==> config.mk <==
export PLATFORM = sky130hd
export DESIGN_NAME = pipe_stage_skid_reg_flat
export DESIGN_NICKNAME = d
export VERILOG_FILES = /design/src/rtl/pipe_stage_skid_reg_if.sv /design/src/rtl/pipe_stage_skid_reg.sv /design/src/flat_wrapper.sv
export SDC_FILE = /design/constraint.sdc
export NUM_CORES = 1
export LEC_CHECK = 0
export CAP_MARGIN = 25
export CORE_MARGIN = 5
export CORE_UTILIZATION = 34
export DETAILED_ROUTE_END_ITERATION = 12
export PLACE_DENSITY = 0.74
export SYNTH_ARGS = -nofsm -noshare
export SYNTH_HDL_FRONTEND = slang
export SYNTH_SLANG_ARGS = --single-unit
==> constraint.sdc <==
create_clock -name clk -period 1.7 [get_ports clk]
set_clock_uncertainty 0.2 [all_clocks]
set_input_delay 0.34 -clock clk [delete_from_list [all_inputs] [get_ports clk]]
set_output_delay 0.34 -clock clk [all_outputs]
set_load 0.005 [all_outputs]
==> src/rtl/pipe_stage_skid_reg_if.sv <==
// Handshake bundle for one side of an elastic pipeline stage: valid/ready
// plus the payload of operand lanes, register specifiers and control bits.
interface pipe_stage_skid_reg_if #(
  parameter int NUM_OPS  = 2,
  parameter int OP_W     = 64,
  parameter int NUM_REGS = 3,
  parameter int REG_W    = 5,
  parameter int CTRL_W   = 11
);
  logic                      valid;
  logic                      ready;
  logic [NUM_OPS*OP_W-1:0]   ops;
  logic [NUM_REGS*REG_W-1:0] regs;
  logic [CTRL_W-1:0]         ctrl;

  // Producer side drives the beat, consumer side answers with ready
  modport master (output valid, ops, regs, ctrl, input ready);
  modport slave  (input valid, ops, regs, ctrl, output ready);
endinterface

==> src/rtl/pipe_stage_skid_reg.sv <==
// Elastic pipeline-stage register with a 2-entry skid buffer, flush and
// bubble insertion. in_ready is decoded from state only, so a downstream
// stall never forms a combinational path back to the upstream stage.
module pipe_stage_skid_reg #(
  parameter int NUM_OPS  = 2,
  parameter int OP_W     = 64,
  parameter int NUM_REGS = 3,
  parameter int REG_W    = 5,
  parameter int CTRL_W   = 11
) (
  input  logic                    clk,
  input  logic                    reset,
  input  logic                    flush,
  pipe_stage_skid_reg_if.slave    up,
  pipe_stage_skid_reg_if.master   dn,
  output logic [1:0]              occupancy
);

  typedef enum logic [1:0] {
    EMPTY = 2'd0,
    ONE   = 2'd1,
    FULL  = 2'd2
  } state_t;

  state_t state;
  state_t state_next;

  logic [NUM_OPS*OP_W-1:0]   main_ops;
  logic [NUM_REGS*REG_W-1:0] main_regs;
  logic [CTRL_W-1:0]         main_ctrl;
  logic [NUM_OPS*OP_W-1:0]   skid_ops;
  logic [NUM_REGS*REG_W-1:0] skid_regs;
  logic [CTRL_W-1:0]         skid_ctrl;

  logic accept;
  logic pop;
  logic load_main_in;
  logic load_main_skid;
  logic load_skid_in;
  logic clear_main_ctrl;
  logic clear_skid_ctrl;

  // Main holds a beat in ONE and FULL; skid only in FULL
  assign up.ready  = (state != FULL);
  assign dn.valid  = (state != EMPTY);
  assign dn.ops    = main_ops;
  assign dn.regs   = main_regs;
  assign dn.ctrl   = main_ctrl;
  assign occupancy = state;

  assign accept = up.valid & up.ready;
  assign pop    = dn.valid & dn.ready;

  // State register; reset returns the stage to EMPTY
  always_ff @(posedge clk) begin
    if (reset) state <= EMPTY;
    else       state <= state_next;
  end

  // Next state and entry load/clear strobes; flush empties the stage and drops any accepted beat
  always_comb begin
    state_next      = state;
    load_main_in    = 1'b0;
    load_main_skid  = 1'b0;
    load_skid_in    = 1'b0;
    clear_main_ctrl = 1'b0;
    clear_skid_ctrl = 1'b0;
    if (flush) begin
      state_next      = EMPTY;
      clear_main_ctrl = 1'b1;
      clear_skid_ctrl = 1'b1;
    end else begin
      case (state)
        EMPTY: begin
          if (accept) begin
            state_next   = ONE;
            load_main_in = 1'b1;
          end
        end
        ONE: begin
          if (accept && pop) begin
            load_main_in = 1'b1;
          end else if (accept) begin
            state_next   = FULL;
            load_skid_in = 1'b1;
          end else if (pop) begin
            state_next      = EMPTY;
            clear_main_ctrl = 1'b1;
          end
        end
        FULL: begin
          if (pop) begin
            state_next      = ONE;
            load_main_skid  = 1'b1;
            clear_skid_ctrl = 1'b1;
          end
        end
        default: begin
          state_next = EMPTY;
        end
      endcase
    end
  end

  // Payload storage; a vacated entry has its ctrl zeroed so an empty stage emits a bubble
  always_ff @(posedge clk) begin
    if (reset) begin
      main_ops  <= '0;
      main_regs <= '0;
      main_ctrl <= '0;
      skid_ops  <= '0;
      skid_regs <= '0;
      skid_ctrl <= '0;
    end else begin
      if (load_main_in) begin
        main_ops  <= up.ops;
        main_regs <= up.regs;
        main_ctrl <= up.ctrl;
      end else if (load_main_skid) begin
        main_ops  <= skid_ops;
        main_regs <= skid_regs;
        main_ctrl <= skid_ctrl;
      end
      if (load_skid_in) begin
        skid_ops  <= up.ops;
        skid_regs <= up.regs;
        skid_ctrl <= up.ctrl;
      end
      if (clear_main_ctrl) main_ctrl <= '0;
      if (clear_skid_ctrl) skid_ctrl <= '0;
    end
  end

endmodule

==> src/flat_wrapper.sv <==
// flat-port wrapper written by rule: the top's interface ports become plain ports
module pipe_stage_skid_reg_flat 
#(
  parameter int NUM_OPS  = 2,
  parameter int OP_W     = 64,
  parameter int NUM_REGS = 3,
  parameter int REG_W    = 5,
  parameter int CTRL_W   = 11
)
  (clk, reset, flush, occupancy, up_valid, up_ops, up_regs, up_ctrl, up_ready, dn_valid, dn_ops, dn_regs, dn_ctrl, dn_ready);
  pipe_stage_skid_reg_if #(.NUM_OPS(NUM_OPS), .OP_W(OP_W), .NUM_REGS(NUM_REGS), .REG_W(REG_W), .CTRL_W(CTRL_W)) up_i ();
  pipe_stage_skid_reg_if #(.NUM_OPS(NUM_OPS), .OP_W(OP_W), .NUM_REGS(NUM_REGS), .REG_W(REG_W), .CTRL_W(CTRL_W)) dn_i ();
  input  logic clk;
  input  logic reset;
  input  logic flush;
  output logic [1:0] occupancy;
  input wire logic [$bits(up_i.valid)-1:0] up_valid;
  input wire logic [$bits(up_i.ops)-1:0] up_ops;
  input wire logic [$bits(up_i.regs)-1:0] up_regs;
  input wire logic [$bits(up_i.ctrl)-1:0] up_ctrl;
  output wire logic [$bits(up_i.ready)-1:0] up_ready;
  output wire logic [$bits(dn_i.valid)-1:0] dn_valid;
  output wire logic [$bits(dn_i.ops)-1:0] dn_ops;
  output wire logic [$bits(dn_i.regs)-1:0] dn_regs;
  output wire logic [$bits(dn_i.ctrl)-1:0] dn_ctrl;
  input wire logic [$bits(dn_i.ready)-1:0] dn_ready;
  assign up_i.valid = up_valid;
  assign up_i.ops = up_ops;
  assign up_i.regs = up_regs;
  assign up_i.ctrl = up_ctrl;
  assign up_ready = up_i.ready;
  assign dn_valid = dn_i.valid;
  assign dn_ops = dn_i.ops;
  assign dn_regs = dn_i.regs;
  assign dn_ctrl = dn_i.ctrl;
  assign dn_i.ready = dn_ready;
  pipe_stage_skid_reg #(.NUM_OPS(NUM_OPS), .OP_W(OP_W), .NUM_REGS(NUM_REGS), .REG_W(REG_W), .CTRL_W(CTRL_W)) u_core (.clk(clk), .reset(reset), .flush(flush), .up(up_i), .dn(dn_i), .occupancy(occupancy));
endmodule
# Word level (Yosys, flattened, before mapping)
# Index checks and enable logic that the tools add are counted.
# Widths: inputs -> output; s select.
# word_totals
regBits,310
latchBits,0
ram_bits,0
mem_bits_ro,0
in_bits,159
out_inout_bits,158
wordCells,51
memories,0
# classes
add_sub_neg,0
multipliers,0
n_div,0
n_lt_le_gt_ge,0
eq_ne,7
n_shift,0
mux,27
bitwise,2
reduce_logical,8
# op_table
op,count
$mux 128,2
$mux 15,2
$mux 11,2
$mux 1,14
$mux 2,5
$pmux 2 s3,1
$reduce_or 2->1,3
$ne 2x1->1 const B,2
$ne 2x2->1 const B,2
$reduce_and 4->1,1
$reduce_bool 2->1,2
$ne 3x1->1 const B,1
$and 1x1->1,2
$eq 2x1->1 const B,1
$eq 2x2->1 const B,1
$logic_not 2->1,1
$pmux 1 s2,1
$logic_and 1x1->1,1

# Longest topological paths before layout
# logic_depth
word_depth,8
mapped_depth,7
mapped_depth_nobuf,4

# Worst setup path before layout
# OpenSTA, ideal clock, no wires.
# synth_path
kind,reg2reg
from,"register u_core.state[0], in the netlist u_core.occupancy[0]"
to,"register u_core.main_ops[91], in the netlist u_core.dn.ops[91]"
setup_ps,74
t_arrival_ps,1538
required_ps,1426
setup_slack_ps,-112
stages_incl_launch_ff,7
path_buffers,2
period_less_slack_ps,1812
path_cell_list,dfxtp_1 -> nand2b_1 -> a311oi_2 -> buf_2 -> buf_2 -> nand2_1 -> o21ai_0
# synth_via
elab_chain_cells,7
elab_cells_between_ends,17
classes_between,eq/ne: 3; mux: 8; bitwise: 2; reduce/logical: 4
# synth_lines
element,line_no,text
from (decl),pipe_stage_skid_reg.sv:25,state_t state;
from (signal assigned),pipe_stage_skid_reg.sv:57,else state <= state_next;
$ne 2x2->1 or $reduce_bool 2->1 (tied branches),"pipe_stage_skid_reg.sv:44, pipe_stage_skid_reg.sv:45",
$and 1x1->1 (on tied branches),"pipe_stage_skid_reg.sv:51, pipe_stage_skid_reg.sv:52",
$logic_and 1x1->1,pipe_stage_skid_reg.sv:81,if (accept && pop) begin
$mux 1,pipe_stage_skid_reg.sv:81,
$pmux 1 s2,pipe_stage_skid_reg.sv:73,case (state)
$mux 1,pipe_stage_skid_reg.sv:68,if (flush) begin
$mux 128 or $reduce_bool 2->1 (tied branches),--,
to (signal assigned),pipe_stage_skid_reg.sv:116,main_ops <= up.ops;
to (signal assigned),pipe_stage_skid_reg.sv:120,main_ops <= skid_ops;
to (decl),pipe_stage_skid_reg.sv:28,logic [NUM_OPS*OP_W-1:0] main_ops;
# Parallel ways exist; a longest one is shown, timed or not.
# A chain may end at the register's enable or synchronous reset.

# Final worst setup path
# layout_path
from,"register u_core.state[1], in the netlist u_core.occupancy[1]"
to,"register u_core.main_ops[115], in the netlist u_core.dn.ops[115]"
# The elaborated chain is that of the path after synthesis.

==> impl_results.md <==
- Initial Util: 34.6%
- Synth-to-layout area growth: 63.9%
- Via count: 11,300
- Placer Congestion: 0.819
- CP dominant cell by count: buf_12
- Port Buffers: 316
- Dpl cells: 2,078
- N_diodes: 0
- # IOs: 317
- CP delay by family, top: buffers and inverters
- Syn Area/Cell: about 8.6 µm²
- Final min period: approximately 1.9 ns
- Per-cell routed wire length: around 19 µm
- Site Rows: 67
- 1st-pass router iterations: 5
- ANT nets after route: 0
- Via density: approximately 5
- All-Layer GR Usage: 19.4%
- Seq cells post-synth: 310
- Final net count: 1,908
- Final Routed Wirelength: 43,100 µm
- Failing checks: setup timing
- Synth warn: 0
- Max_slew headroom: about two thirds
- Period utilization: 113%
- Total negative slack: -45.03 ns
- Max-Cap Viols: 0
- Arrival @ worst endpoint: 2.12 ns
- Crit path launch type: flip-flop
- First-pass GRT wire length: 60,700 µm
- Buffer and inverter count on the worst path: 3
- CTS tree: yes
- Non-Filler Cell Area, Final: around 19,000 µm²
- Worst R2R Setup Slack: -0.22 ns
- VDD IR-drop max: just over 0.0006 V
- Worst skew pair latency: 0.50 ns
- Initial DRC Count: 494
- Top cells by area, synth: dfxtp_1 (53%), nand2_1 (15%), mux2i_1 (13%)
- Worst setup path class: reg -> reg
- Root buf cell: clkbuf_16
- Placed Area: roughly 16,000 µm²
- Synthesized Nets: 1,508
- Fillers: 2,811
- Sequential fraction of the synthesis area: between 50% and 60%
- Worst-path maximum fanout: 11
- Chip height: between 150 and 200 µm
- Yosys top cell by area: dfxtp_1
- Fin. Hold Viols: 0
- Hold endpoint: u_core.occupancy[0]
- Vias in the first global route: 11,100
- Clk sink count: 310
- RSZ-0062 raised after global routing: true
- Fin cells: about 2,200
- Crit path largest cell delay: roughly 0.34 ns
- Core Region: 33,700 µm²
- Fmax achieved: 520 MHz
- Count of pins over their slew limit: 0
- Kind of end point of the critical path: flip-flop
- Hold path startpoint: flush
- Worst hold path type: in -> reg
- Die Span X: approximately 200 µm
- Clk buf depth: 3
- Detailed-placement wirelength estimate: about 24,000 µm
- Final setup viols: around 310
- Static leakage: between 7 and 8 nW
- Hold path cells: 3
- Cell Pwr Density: 892 nW/µm²
- Yosys top cell area share: 53.3%
- Reg clk slew, reported paths: 0.07 ns
- Worst path cell trace: buf_6, nor2b_4, and2_4, buf_12, buf_12, mux2i_1, o21ai_2
- Status: complete, but fails checks
- Largest net degree at the start of global routing: 62
- FF-to-FF Start: u_core.occupancy[1]
- TritonCTS buffer count: 34
- Reg2reg end: u_core.dn.ops[115]
- CP max-delay cell: dfxtp_4
- GRT overflow: 0
- Drt drc: 0
- Cell variety after synth: 28
- Initial antenna violation count: 1
- DIE AREA: 38,100 µm²
- Slew at the pin closest to its max-slew limit: about 0.46 ns
- H-Tree Depth: 2
- Syn Inst Count: 1,349
- Setup ws final: -0.222 ns
- Synthesized cell area: 11,600 µm²
- Fraction of layout cells with a size suffix above 1: 20.9%
- Critical path data required time: 1.90 ns
- Worst r2r path cells: 7
==> report_power, final <==
part,leakage [nW],total (mW),internal (mW),switching [mW]
Clock,0.542,7.22,4.24,2.98
Sequential,2.52,7.51,7.41,0.0934
Combinational,4.80,2.29,1.31,0.980
==> per-layer routing <==
metal / routed length, µm / global-route usage [%] / vias to the layer above
li1: - / - / 5324
met1: 16800 / 22.9 / 5404
met2: 22100 / 34.7 / 440
met3: 3090 / 4.98 / 82
met4: 1110 / 6.18 / 2
met5: 11 / 0 / -
==> Yosys cell counts (all sizes together) <==
library cell / instances
a2111oi: 1
a21oi: 157
and3b: 1
mux2: 1
inv: 2
nor2: 1
and2: 1
buf: 47
nand2: 454
nor2b: 1
mux2i: 154
clkbuf: 53
nand2b: 4
or3: 1
a311oi: 1
or2: 1
o21ai: 145
nor4bb: 1
nor3: 2
dfxtp: 310
o2bb2ai: 11
==> logic make-up (layout without fill, tap and decap cells) <==
kind of cell / after synthesis / count (layout) / share of synthesized area [%]
compound gates: 315 / 315 / 14.0
buf+inv: 102 / 527 / 4.01
flops: 310 / 310 / 53.3
mux: 155 / 155 / 13.3
simple gates: 467 / 467 / 15.3
==> through the flow <==
stage / worst slack, ns / hold slack [ns] / util, % / power (mW)
finish: -0.222 / 0.122 / 56.6 / 17.0
global route: -0.292 / 0.132 / 56.6 / 17.6
CTS: -0.228 / 0.133 / 53.8 / 16.9
floorplan: -0.0222 / 0.212 / - / 8.29
detailed placement: -0.696 / 0.243 / 46.8 / 9.30
global placement: -0.603 / 0.235 / 46.8 / 9.28
==> tightest hold or removal path: cells and delay by family <==
| kind | cells | cell delay [ns] |
|---|---|---|
| buffers and inverters | 2 | 0.39 |
| and+or+nand+nor | 1 | 0.06 |
==> sequential cells by signal, indices dropped and copies added, names as in the netlist <==
register	count
u_core.occupancy	2
u_core.skid_ctrl	11
u_core.skid_ops	128
u_core.dn.ctrl	11
u_core.skid_regs	15
u_core.dn.regs	15
u_core.dn.ops	128
==> placed cells by master, fill, tap and decap left out, types with 2 or more instances in the layout <==
cell | netlist | final
inv_1 | 2 | 2
clkinv_2 | 0 | 9
buf_2 | 38 | 2
buf_16 | 0 | 26
buf_8 | 0 | 10
clkdlybuf4s50_1 | 0 | 156
a21oi_1 | 157 | 156
mux2i_1 | 154 | 125
mux2i_4 | 0 | 9
clkinvlp_4 | 0 | 3
buf_4 | 6 | 32
clkbuf_8 | 0 | 7
o21ai_4 | 0 | 2
clkbuf_1 | 50 | 5
o2bb2ai_1 | 11 | 11
dfxtp_4 | 0 | 2
dlygate4sd2_1 | 0 | 153
o21ai_2 | 1 | 55
nand2_2 | 0 | 36
dfxtp_2 | 0 | 23
clkbuf_16 | 0 | 57
mux2i_2 | 0 | 20
buf_6 | 1 | 24
o21ai_1 | 30 | 86
buf_12 | 0 | 35
nand2b_4 | 0 | 3
dfxtp_1 | 310 | 285
nand2_4 | 0 | 3
o21ai_0 | 114 | 2
nand2_1 | 454 | 415
==> area by class of cell <==
type	count	area, µm²	area share, %
multi-input cells	937	5580	29.2
inverters	2	7.51	0.0393
flip-flops and latches	310	6240	32.7
repair buffers	464	5600	29.4
clock buffers	47	991	5.19
clock inverters	14	106	0.557
well taps	448	561	2.94
==> worst max-delay path by stage <==
stage                              from                  to  slack [ns]  cells after the start
floorplan                      up_valid  u_core.dn.ops[102]       -0.02                      7
global placement               up_valid   u_core.dn.ops[48]       -0.60                      7
detailed placement             dn_ready   u_core.dn.ops[32]       -0.70                      7
CTS                 u_core.occupancy[0]            up_ready       -0.23                      3
global route        u_core.occupancy[1]  u_core.dn.ops[115]       -0.29                      7
finish              u_core.occupancy[1]  u_core.dn.ops[115]       -0.22                      7
==> timing repair <==
action | in CTS | in global routing
cloned | 24 | 24
hold endpoints to repair | 3 | 0
setup endpoints to repair | 340 | 333
setup buffers | 33 | 9
resized for setup | 412 | 130
pin swaps | 27 | 32
hold buffers | 1 | 0
(Power assumes the default switching activity.)
